**src/rtl/uart_cmd_parser.sv**
```systemverilog
// UART command parser: pops bytes from an FWFT RX FIFO, decodes them against CMD_TABLE and fires
// one-hot command strobes, optionally after a decimal argument. Optional echo: define CMD_ECHO_EN.
module uart_cmd_parser #(
  parameter int unsigned          NUM_CMD     = 12,
  parameter logic [8*NUM_CMD-1:0] CMD_TABLE   = "@321srmcSMHL",
  parameter logic [NUM_CMD-1:0]   TOGGLE_MASK = 12'h0A1,
  parameter logic [NUM_CMD-1:0]   ARG_MASK    = 12'h00E,
  parameter int unsigned          ARG_DIGITS  = 2,
  parameter int unsigned          ARG_W       = 7,
  parameter int unsigned          TIMEOUT_CYC = 100_000_000
) (
  input  logic               clk,
  input  logic               rst,
  input  logic [7:0]         rx_data,
  input  logic               rx_empty,
  output logic               rx_pop,
  output logic [NUM_CMD-1:0] cmd_pulse,
  output logic [NUM_CMD-1:0] cmd_level,
  output logic [ARG_W-1:0]   arg_value,
  output logic               arg_valid,
  output logic               err,
  output logic [1:0]         err_code,
  output logic [7:0]         tx_data,
  output logic               tx_push,
  input  logic               tx_full
);
  localparam int unsigned        IDX_W      = (NUM_CMD > 1) ? $clog2(NUM_CMD) : 1;
  localparam int unsigned        TMR_W      = $clog2(TIMEOUT_CYC + 1);
  localparam logic [TMR_W-1:0]   TMR_LAST   = TMR_W'(TIMEOUT_CYC - 1);
  localparam logic [2:0]         DIGITS_MAX = 3'(ARG_DIGITS);
  localparam logic [ARG_W+3:0]   ACC_SAT    = {4'b0, {ARG_W{1'b1}}};

  typedef enum logic [2:0] {IDLE, POP, DECODE, ARG_WAIT, ARG_POP, ARG_CHK, FIRE} state_t;
  typedef enum logic [1:0] {ERR_UNKNOWN, ERR_DIGIT, ERR_EMPTY, ERR_TIMEOUT} err_t;

  state_t             state, state_n;
  logic [7:0]         byte_q, byte_n;
  logic [IDX_W-1:0]   idx_q, idx_n, fire_idx;
  logic [ARG_W-1:0]   acc_q, acc_n, acc_dig, fire_val;
  logic [ARG_W+3:0]   acc_mac;
  logic [2:0]         cnt_q, cnt_n, cnt_inc;
  logic [TMR_W-1:0]   tmr_q, tmr_n;
  logic               pop_n, fire, fire_arg, err_n;
  logic [1:0]         code_n;
  logic [NUM_CMD-1:0] pulse_n, level_n;
  logic               hit, is_term, is_digit;
  logic [IDX_W-1:0]   hit_idx;

  // Descending scan so the lowest matching index is the one left standing.
  always_comb begin
    hit     = 1'b0;
    hit_idx = '0;
    for (int i = int'(NUM_CMD) - 1; i >= 0; i--) begin
      if (byte_q == CMD_TABLE[8*i +: 8]) begin
        hit     = 1'b1;
        hit_idx = IDX_W'(i);
      end
    end
  end

  assign is_term  = (byte_q == 8'h0D) || (byte_q == 8'h0A);
  assign is_digit = (byte_q >= 8'h30) && (byte_q <= 8'h39);
  assign cnt_inc  = cnt_q + 3'd1;
  assign acc_mac  = ({4'b0, acc_q} << 3) + ({4'b0, acc_q} << 1) + {{ARG_W{1'b0}}, byte_q[3:0]};
  assign acc_dig  = (acc_mac > ACC_SAT) ? {ARG_W{1'b1}} : acc_mac[ARG_W-1:0];

  always_comb begin
    // NOTE: every variable gets a default before the case, so no path can infer a latch.
    state_n  = state;
    byte_n   = byte_q;
    idx_n    = idx_q;
    acc_n    = acc_q;
    cnt_n    = cnt_q;
    tmr_n    = tmr_q;
    pop_n    = 1'b0;
    fire     = 1'b0;
    fire_arg = 1'b0;
    fire_idx = idx_q;
    fire_val = acc_q;
    err_n    = 1'b0;
    code_n   = err_code;
    unique case (state)
      IDLE: if (!rx_empty) begin
        byte_n  = rx_data;
        pop_n   = 1'b1;
        state_n = POP;
      end
      POP: state_n = DECODE;
      DECODE: begin
        state_n = IDLE;
        if (hit) begin
          idx_n = hit_idx;
          if (ARG_MASK[hit_idx]) begin
            acc_n   = '0;
            cnt_n   = '0;
            tmr_n   = '0;
            state_n = ARG_WAIT;
          end else begin
            fire     = 1'b1;
            fire_idx = hit_idx;
            state_n  = FIRE;
          end
        end else if (!is_term) begin
          err_n  = 1'b1;
          code_n = ERR_UNKNOWN;
        end
      end
      ARG_WAIT: begin
        if (!rx_empty) begin
          byte_n  = rx_data;
          pop_n   = 1'b1;
          state_n = ARG_POP;
        end else if (tmr_q == TMR_LAST) begin
          err_n   = 1'b1;
          code_n  = ERR_TIMEOUT;
          state_n = IDLE;
        end else begin
          tmr_n = tmr_q + TMR_W'(1);
        end
      end
      ARG_POP: state_n = ARG_CHK;
      ARG_CHK: begin
        state_n = IDLE;
        if (is_digit) begin
          acc_n = acc_dig;
          cnt_n = cnt_inc;
          if (cnt_inc == DIGITS_MAX) begin
            fire     = 1'b1;
            fire_arg = 1'b1;
            fire_val = acc_dig;
            state_n  = FIRE;
          end else begin
            tmr_n   = '0;
            state_n = ARG_WAIT;
          end
        end else if (is_term && (cnt_q != 3'd0)) begin
          fire     = 1'b1;
          fire_arg = 1'b1;
          state_n  = FIRE;
        end else begin
          err_n  = 1'b1;
          code_n = is_term ? ERR_EMPTY : ERR_DIGIT;
        end
      end
      FIRE:    state_n = IDLE;
      default: state_n = IDLE;
    endcase
    pulse_n = fire ? (NUM_CMD'(1) << fire_idx) : '0;
    level_n = cmd_level ^ (pulse_n & TOGGLE_MASK);
  end

  always_ff @(posedge clk) begin
    if (!rst) begin
      state     <= IDLE;
      byte_q    <= '0;
      idx_q     <= '0;
      acc_q     <= '0;
      cnt_q     <= '0;
      tmr_q     <= '0;
      rx_pop    <= 1'b0;
      cmd_pulse <= '0;
      cmd_level <= '0;
      arg_value <= '0;
      arg_valid <= 1'b0;
      err       <= 1'b0;
      err_code  <= '0;
    end else begin
      // NOTE: non-blocking assignments so every register samples the pre-edge values.
      state     <= state_n;
      byte_q    <= byte_n;
      idx_q     <= idx_n;
      acc_q     <= acc_n;
      cnt_q     <= cnt_n;
      tmr_q     <= tmr_n;
      rx_pop    <= pop_n;
      cmd_pulse <= pulse_n;
      cmd_level <= level_n;
      arg_valid <= fire_arg;
      err       <= err_n;
      err_code  <= code_n;
      if (fire_arg) arg_value <= fire_val;
    end
  end

`ifdef CMD_ECHO_EN
  // Echo rides the pop edge; a full TX FIFO simply drops the byte.
  always_ff @(posedge clk) begin
    if (!rst) begin
      tx_data <= '0;
      tx_push <= 1'b0;
    end else begin
      tx_push <= pop_n & ~tx_full;
      if (pop_n) tx_data <= rx_data;
    end
  end
`else
  logic unused_tx_full;
  assign unused_tx_full = tx_full;
  assign tx_data        = '0;
  assign tx_push        = 1'b0;
`endif

endmodule

```
**config.mk**
```make
export PLATFORM = sky130hd
export DESIGN_NAME = uart_cmd_parser
export DESIGN_NICKNAME = d
export VERILOG_FILES = /design/src/rtl/uart_cmd_parser.sv
export SDC_FILE = /design/constraint.sdc
export NUM_CORES = 1
export LEC_CHECK = 0
export BUFFER_PORTS_ARGS = -buffer_cell sky130_fd_sc_hd__buf_2
export CAP_MARGIN = 20
export CORE_ASPECT_RATIO = 1.75
export CORE_MARGIN = 2
export CORE_UTILIZATION = 30
export DETAILED_ROUTE_END_ITERATION = 8
export GPL_TIMING_DRIVEN = 1
export PLACE_DENSITY = 0.52
export SYNTH_ARGS = -nofsm -noshare
export SYNTH_HDL_FRONTEND = slang
export SYNTH_SLANG_ARGS = --single-unit
```
**constraint.sdc**
```tcl
create_clock -name clk -period 7.02 [get_ports clk]
set_input_delay 1.404 -clock clk [delete_from_list [all_inputs] [get_ports clk]]
set_output_delay 1.404 -clock clk [all_outputs]
set_load 0.01 [all_outputs]
```
==> flow_summary.ini, run 1 <==
[floorplanning]
die_x_um = 95.7
initial_core_util_pct = 30.7
fp-row-count = 58
coreArea_mm2 = 0.0144
die_area_mm2 = 0.0157
die_h_um = 164
pin_count = 57

[routing]
wl_per_cell_um = 15.2
routed_wl_mm = 11.2
first_pass_iters = 4
drtIter0Drc = 233
drcViolationCount = 0
vias_per_cell = 5.30
vias = 3923
antenna_left = 0

[power_and_ir_drop]
peakVddDrop_v = 0.000119
total_power_mw = 1.05
p_per_area_mw_per_mm2 = 211
power.leakage_nw = 1.97

[cts]
path_clk_slew_ns = 0.06
cts_sinks = 79
cts-root-buf = clkbuf_16
clk_path_buf_depth = 2
post-cts-setup-buffer-count = 0
cts_tree = built
holdBufCountCts = 0
cts_made_buffers = 9
cts_resized = 0
clk_latency_ns = 0.34
cts_max_level = 3

[flow_run]
max_cap_violations = 0

[cells_and_area]
diodes = 0
fillCellCount = 1475
layout-drive-gt1-share_pct = 14.1
postLayoutCellArea_mm2 = 0.00497
nets = 586
synthToLayoutAreaGrowth_pct = 12.7

[yosys]
synth.most_common_cell = dfxtp_1
synth_cell_types = 72
synth_area_leaders = dfxtp_1 36%, nor2_1 6.3%, ha_1 4.8%, mux2i_1 4.3%, a21oi_1 3.7%
yosys_warnings = 0
synth_flop_cell = dfxtp_1
async_flop_share_pct = 0
synth.avg_cell_area_um2 = 8.34
synth_top_area_share_pct = 35.9
synth_seq_cells = 79
synth_top_cell_by_area = dfxtp_1
synth_common_cells = 79 x dfxtp_1, 74 x nor2_1, 38 x nand2_1, 33 x a21oi_1, 31 x o21ai_0
synth-edff-count = 0
syn_area_mm2 = 0.00441
seq_area_frac_synth_pct = 35.9
netlist_instances = 529

[timing]
final_max_slew_viol_count = 0
hold_viol_final = 0
worst_pin_slew_ns = 0.958
timing.final.ws_setup_ns = 3.45
setup_viol = 0
rsz0062_at_grt = no
tns_ns = 0
finalCritPeriodShare_pct = 50.9
min_period_ns = 3.57
slew_headroom_pct = 36.1
max_freq_ghz = 0.280
clock_skew_ns = 0.00387

[critical_path]
cp.arrival_ns = 3.79
cp_slowest_cell = dfxtp_1
slowest_delay_ns = 0.57
cp-start-kind = flop
worstPathRequired_ns = 7.24
crit_chain = and4bb_4, nand3_1, o21ai_0, nand2_1, or2_1, o21ai_1, buf_4, a21oi_1
critPathCaptureType = flop
crit_type = flop to flop
crit_fanout = 21

[place]
hpwl_mm = 8.03
dpl_cell_area_mm2 = 0.00465
gp_congestion = 0.794
io_buffers = 37
place_ws_ns = 2.94

[global_routing]
antenna_found_initial = 0
grt_pass1_wl_mm = 18.5
grt_max_degree = 39
track_usage_pct = 15.1
first_global_vias = 3734
grt_overflow = 0

[run_status]
status = finished clean

[hold_path]
hold_path.class = flop to flop
layer usage:
layer	wire length, um	part of all wire [%]	up-vias	GRT usage [%]
met1	4660	42	1855	16.9
li1	-	-	1941	-
met5	0	0	-	0
met3	375	3.3	21	2.83
met2	5910	53	106	26.6
met4	271	2.4	0	7.34
cells by family (layout without fill, tap and decap cells):
logic type	Yosys count	count (layout)	synth area share, %
muxes	21	21	4.91
and+or+nand+nor	235	235	28.5
other	1	18	0.0850
adders and majority gates	19	19	5.73
DFF	79	79	35.9
xor gates and xnor gates	9	9	1.79
AOI/OAI and AO/OA	110	110	16.3
buffers and inverters	55	69	6.84
critical path: cells and delay by family, from the launching register on:
| kind | cells | cell delay (ns) |
|---|---|---|
| AND/OR/NAND/NOR | 4 | 1.61 |
| flip-flops | 1 | 0.57 |
| AO/OA/AOI/OAI | 3 | 0.97 |
| buffers and inverters | 1 | 0.27 |
cells in the final DEF, fill, tap and decap left out, types with 11 or more instances in the layout:
cell type and count:
dfxtp_1 79, nor2_1 74, nand2_1 38, buf_2 37
a21oi_1 33, o21ai_0 30, nor3_1 23, mux2i_1 19
conb_1 18, ha_1 17, nand3_1 14, inv_1 11
o31ai_1 11
state kept, by name (all words and copies together), names as in the netlist:
name	count
tmr_q	27
cmd_pulse	12
byte_q	8
acc_q	7
arg_value	7
idx_q	4
cmd_level	3
cnt_q	3
state	3
err_code	2
arg_valid	1
err	1
rx_pop	1
power breakdown:
| group | switching [mW] | internal (mW) | leakage, nW |
|---|---|---|---|
| Sequential | 0.0170 | 0.456 | 0.638 |
| Combinational | 0.0502 | 0.0289 | 1.18 |
| Clock | 0.190 | 0.309 | 0.155 |
| Total | 0.257 | 0.793 | 1.97 |
final timing paths:
check,from,end,slack (ns),depth (start not counted)
worst max-delay path,byte_q[5],tmr_q[24],3.45,8
worst min-delay path,arg_value[0],arg_value[0],0.46,2
worst max register to register,byte_q[5],tmr_q[24],3.45,8
worst min register to register,arg_value[0],arg_value[0],0.46,2
layout make-up:
type	instances	area [um^2]	area share, %
repair buffers	41	215	4.33
clock buffers	9	225	4.53
flip-flops and latches	79	1580	31.8
inverters	12	45.0	0.906
clock inverters	7	87.6	1.76
well taps	180	225	4.53
multi-input cells	412	2590	52.1
metrics by stage:
stage	instances	util, %	hold slack, ns
after floorplan	546	-	0.452
after global placement	723	32.4	0.442
after detailed placement	723	32.4	0.452
after CTS	739	34.5	0.460
after global routing	740	34.6	0.493
final	740	34.6	0.460
Note: power is estimated with default switching activity, not from simulation.
==> run 2, diff against run 1 <==
--- a/config.mk
+++ b/config.mk
@@ -12,7 +12,7 @@
 export CORE_UTILIZATION = 30
 export DETAILED_ROUTE_END_ITERATION = 8
 export GPL_TIMING_DRIVEN = 1
-export PLACE_DENSITY = 0.52
+export PLACE_DENSITY = 0.54
 export SYNTH_ARGS = -nofsm -noshare
 export SYNTH_HDL_FRONTEND = slang
 export SYNTH_SLANG_ARGS = --single-unit
==> constraint.sdc (replaced) <==
create_clock -name clk -period 2.9 [get_ports clk]
set_input_delay 0.58 -clock clk [delete_from_list [all_inputs] [get_ports clk]]
set_output_delay 0.58 -clock clk [all_outputs]
set_load 0.01 [all_outputs]
==> flow_summary.ini, run 2 (synthesis results as in run 1) <==
[run_status]
status = finished clean

[floorplanning]
initial_core_util_pct = 30.7
die_x_um = 95.7
pin_count = 57
fp-row-count = 58
die_h_um = 164
die_area_mm2 = 0.0157
coreArea_mm2 = 0.0144

[critical_path]
critPathCaptureType = flop
r2r_slack_ns = 0.15
cp_num_cells = 9
reg2reg_to = arg_value[3]
cp.arrival_ns = 2.99
worstPathRequired_ns = 3.14
crit_type = flop to flop
rr_worst_depth = 9
crit_chain = fa_1, ha_1, a21o_1, a21oi_1, nor2_1, o21ai_1, mux2_2, or3_1, a32o_1
cp_slowest_cell = fa_1
cp-endpoint = arg_value[3]
crit_fanout = 4
cpLargestDelayFamily = adder cells
cp-start-kind = flop
critPathLaunch = byte_q[3]
path_buf_inv = 0
worstReg2RegStart = byte_q[3]
slowest_delay_ns = 0.51

[global_routing]
grt_max_degree = 43
grt_overflow = 0
grt_pass1_wl_mm = 18.6
first_global_vias = 3928
track_usage_pct = 15.0
antenna_found_initial = 0

[cells_and_area]
largest_reg_flops = 27
mostFrequentLayoutCells = 77 x dfxtp_1, 74 x nor2_1, 38 x nand2_1
synthToLayoutAreaGrowth_pct = 16.5
largestRegisters = tmr_q: 27 flops, cmd_pulse: 12 flops, byte_q: 8 flops
diodes = 0
nets = 609
postLayoutCellArea_mm2 = 0.00514
layout-drive-gt1-share_pct = 18.5
mostFrequentLayoutCell = dfxtp_1
top_register = tmr_q

[power_and_ir_drop]
power.leakage_nw = 2.07
total_power_mw = 2.45
peakVddDrop_v = 0.000210
p_per_area_mw_per_mm2 = 476

[cts]
holdBufCountCts = 0
cts_made_buffers = 9
cts_sinks = 79
clk_latency_ns = 0.34
cts_max_level = 3
cts-root-buf = clkbuf_16
clk_path_buf_depth = 2
path_clk_slew_ns = 0.07
cts_tree = built

[timing]
setup_viol = 0
final_max_slew_viol_count = 0
max_freq_ghz = 0.364
finalCritPeriodShare_pct = 94.8
slew_headroom_pct = 62.3
clock_skew_ns = 0.00729
tns_ns = 0
hold_viol_final = 0
whs_ns = 0.462
min_period_ns = 2.75
rsz0062_at_grt = no
worst_pin_slew_ns = 0.563

[routing]
vias_per_cell = 5.25
antenna_left = 0
wl_per_cell_um = 14.9
routed_wl_mm = 11.3
drtIter0Drc = 146
vias = 4003
first_pass_iters = 4
drcViolationCount = 0

[place]
hpwl_mm = 8.34
io_buffers = 37
dpl_cell_area_mm2 = 0.00483
gp_congestion = 0.888

[hold_path]
hold_path.class = flop to flop

[flow_run]
max_cap_violations = 0
==> run 2: tightest hold or removal path, delay by kind of cell (launching register included) <==
family	cells	cell delay (ns)
DFF	1	0.31
and+or+nand+nor	2	0.11
==> run 2: layer usage <==
metal | GRT usage [%] | part of all wire, % | vias to the layer above
met1 | 15.9 | 40 | 1908
met4 | 7.27 | 3.1 | 0
li1 | - | - | 1975
met3 | 1.92 | 3.1 | 29
met2 | 28.3 | 53 | 91
met5 | 0 | 0 | -
==> run 2: worst min-delay path by stage <==
stage | cells past startpoint | end | start
after floorplan | 2 | tmr_q[24] | tmr_q[24]
after CTS | 3 | byte_q[6] | rx_data[6]
final | 2 | arg_value[0] | arg_value[0]
after global routing | 3 | byte_q[0] | rx_data[0]
after global placement | 2 | arg_value[0] | arg_value[0]
after detailed placement | 2 | arg_value[0] | arg_value[0]
==> run 2: stage by stage <==
stage / std cells / setup WS, ns / util [%]
5_1_grt: 763 / 0.000985 / 35.7
6_report: 763 / 0.152 / 35.7
2_1_floorplan: 546 / 0.211 / -
3_3_place_gp: 747 / 0.0995 / 33.6
4_1_cts: 763 / 0.0605 / 35.6
3_5_place_dp: 747 / 0.0783 / 33.6
==> run 2: cell type report <==
cell class,count,area [um^2]
sequential,79,1580
fill,1512,9230
clock buffer,9,225
multi-input combinational,412,2610
timing repair buffer,64,388
inverter,12,45.0
tap,180,225
clock inverter,7,55.1
==> run 2: timing repair <==
item / in CTS / in global routing
setup endpoints to repair: 0 / 13
gates resized for setup: 0 / 7
buffers inserted: 0 / 0
==> run 2: power by group <==
group	internal, mW	switching, mW	total [mW]
clock network	0.589	0.500	1.09
logic	0.0877	0.137	0.225
registers	1.10	0.0311	1.13
total	1.78	0.668	2.45
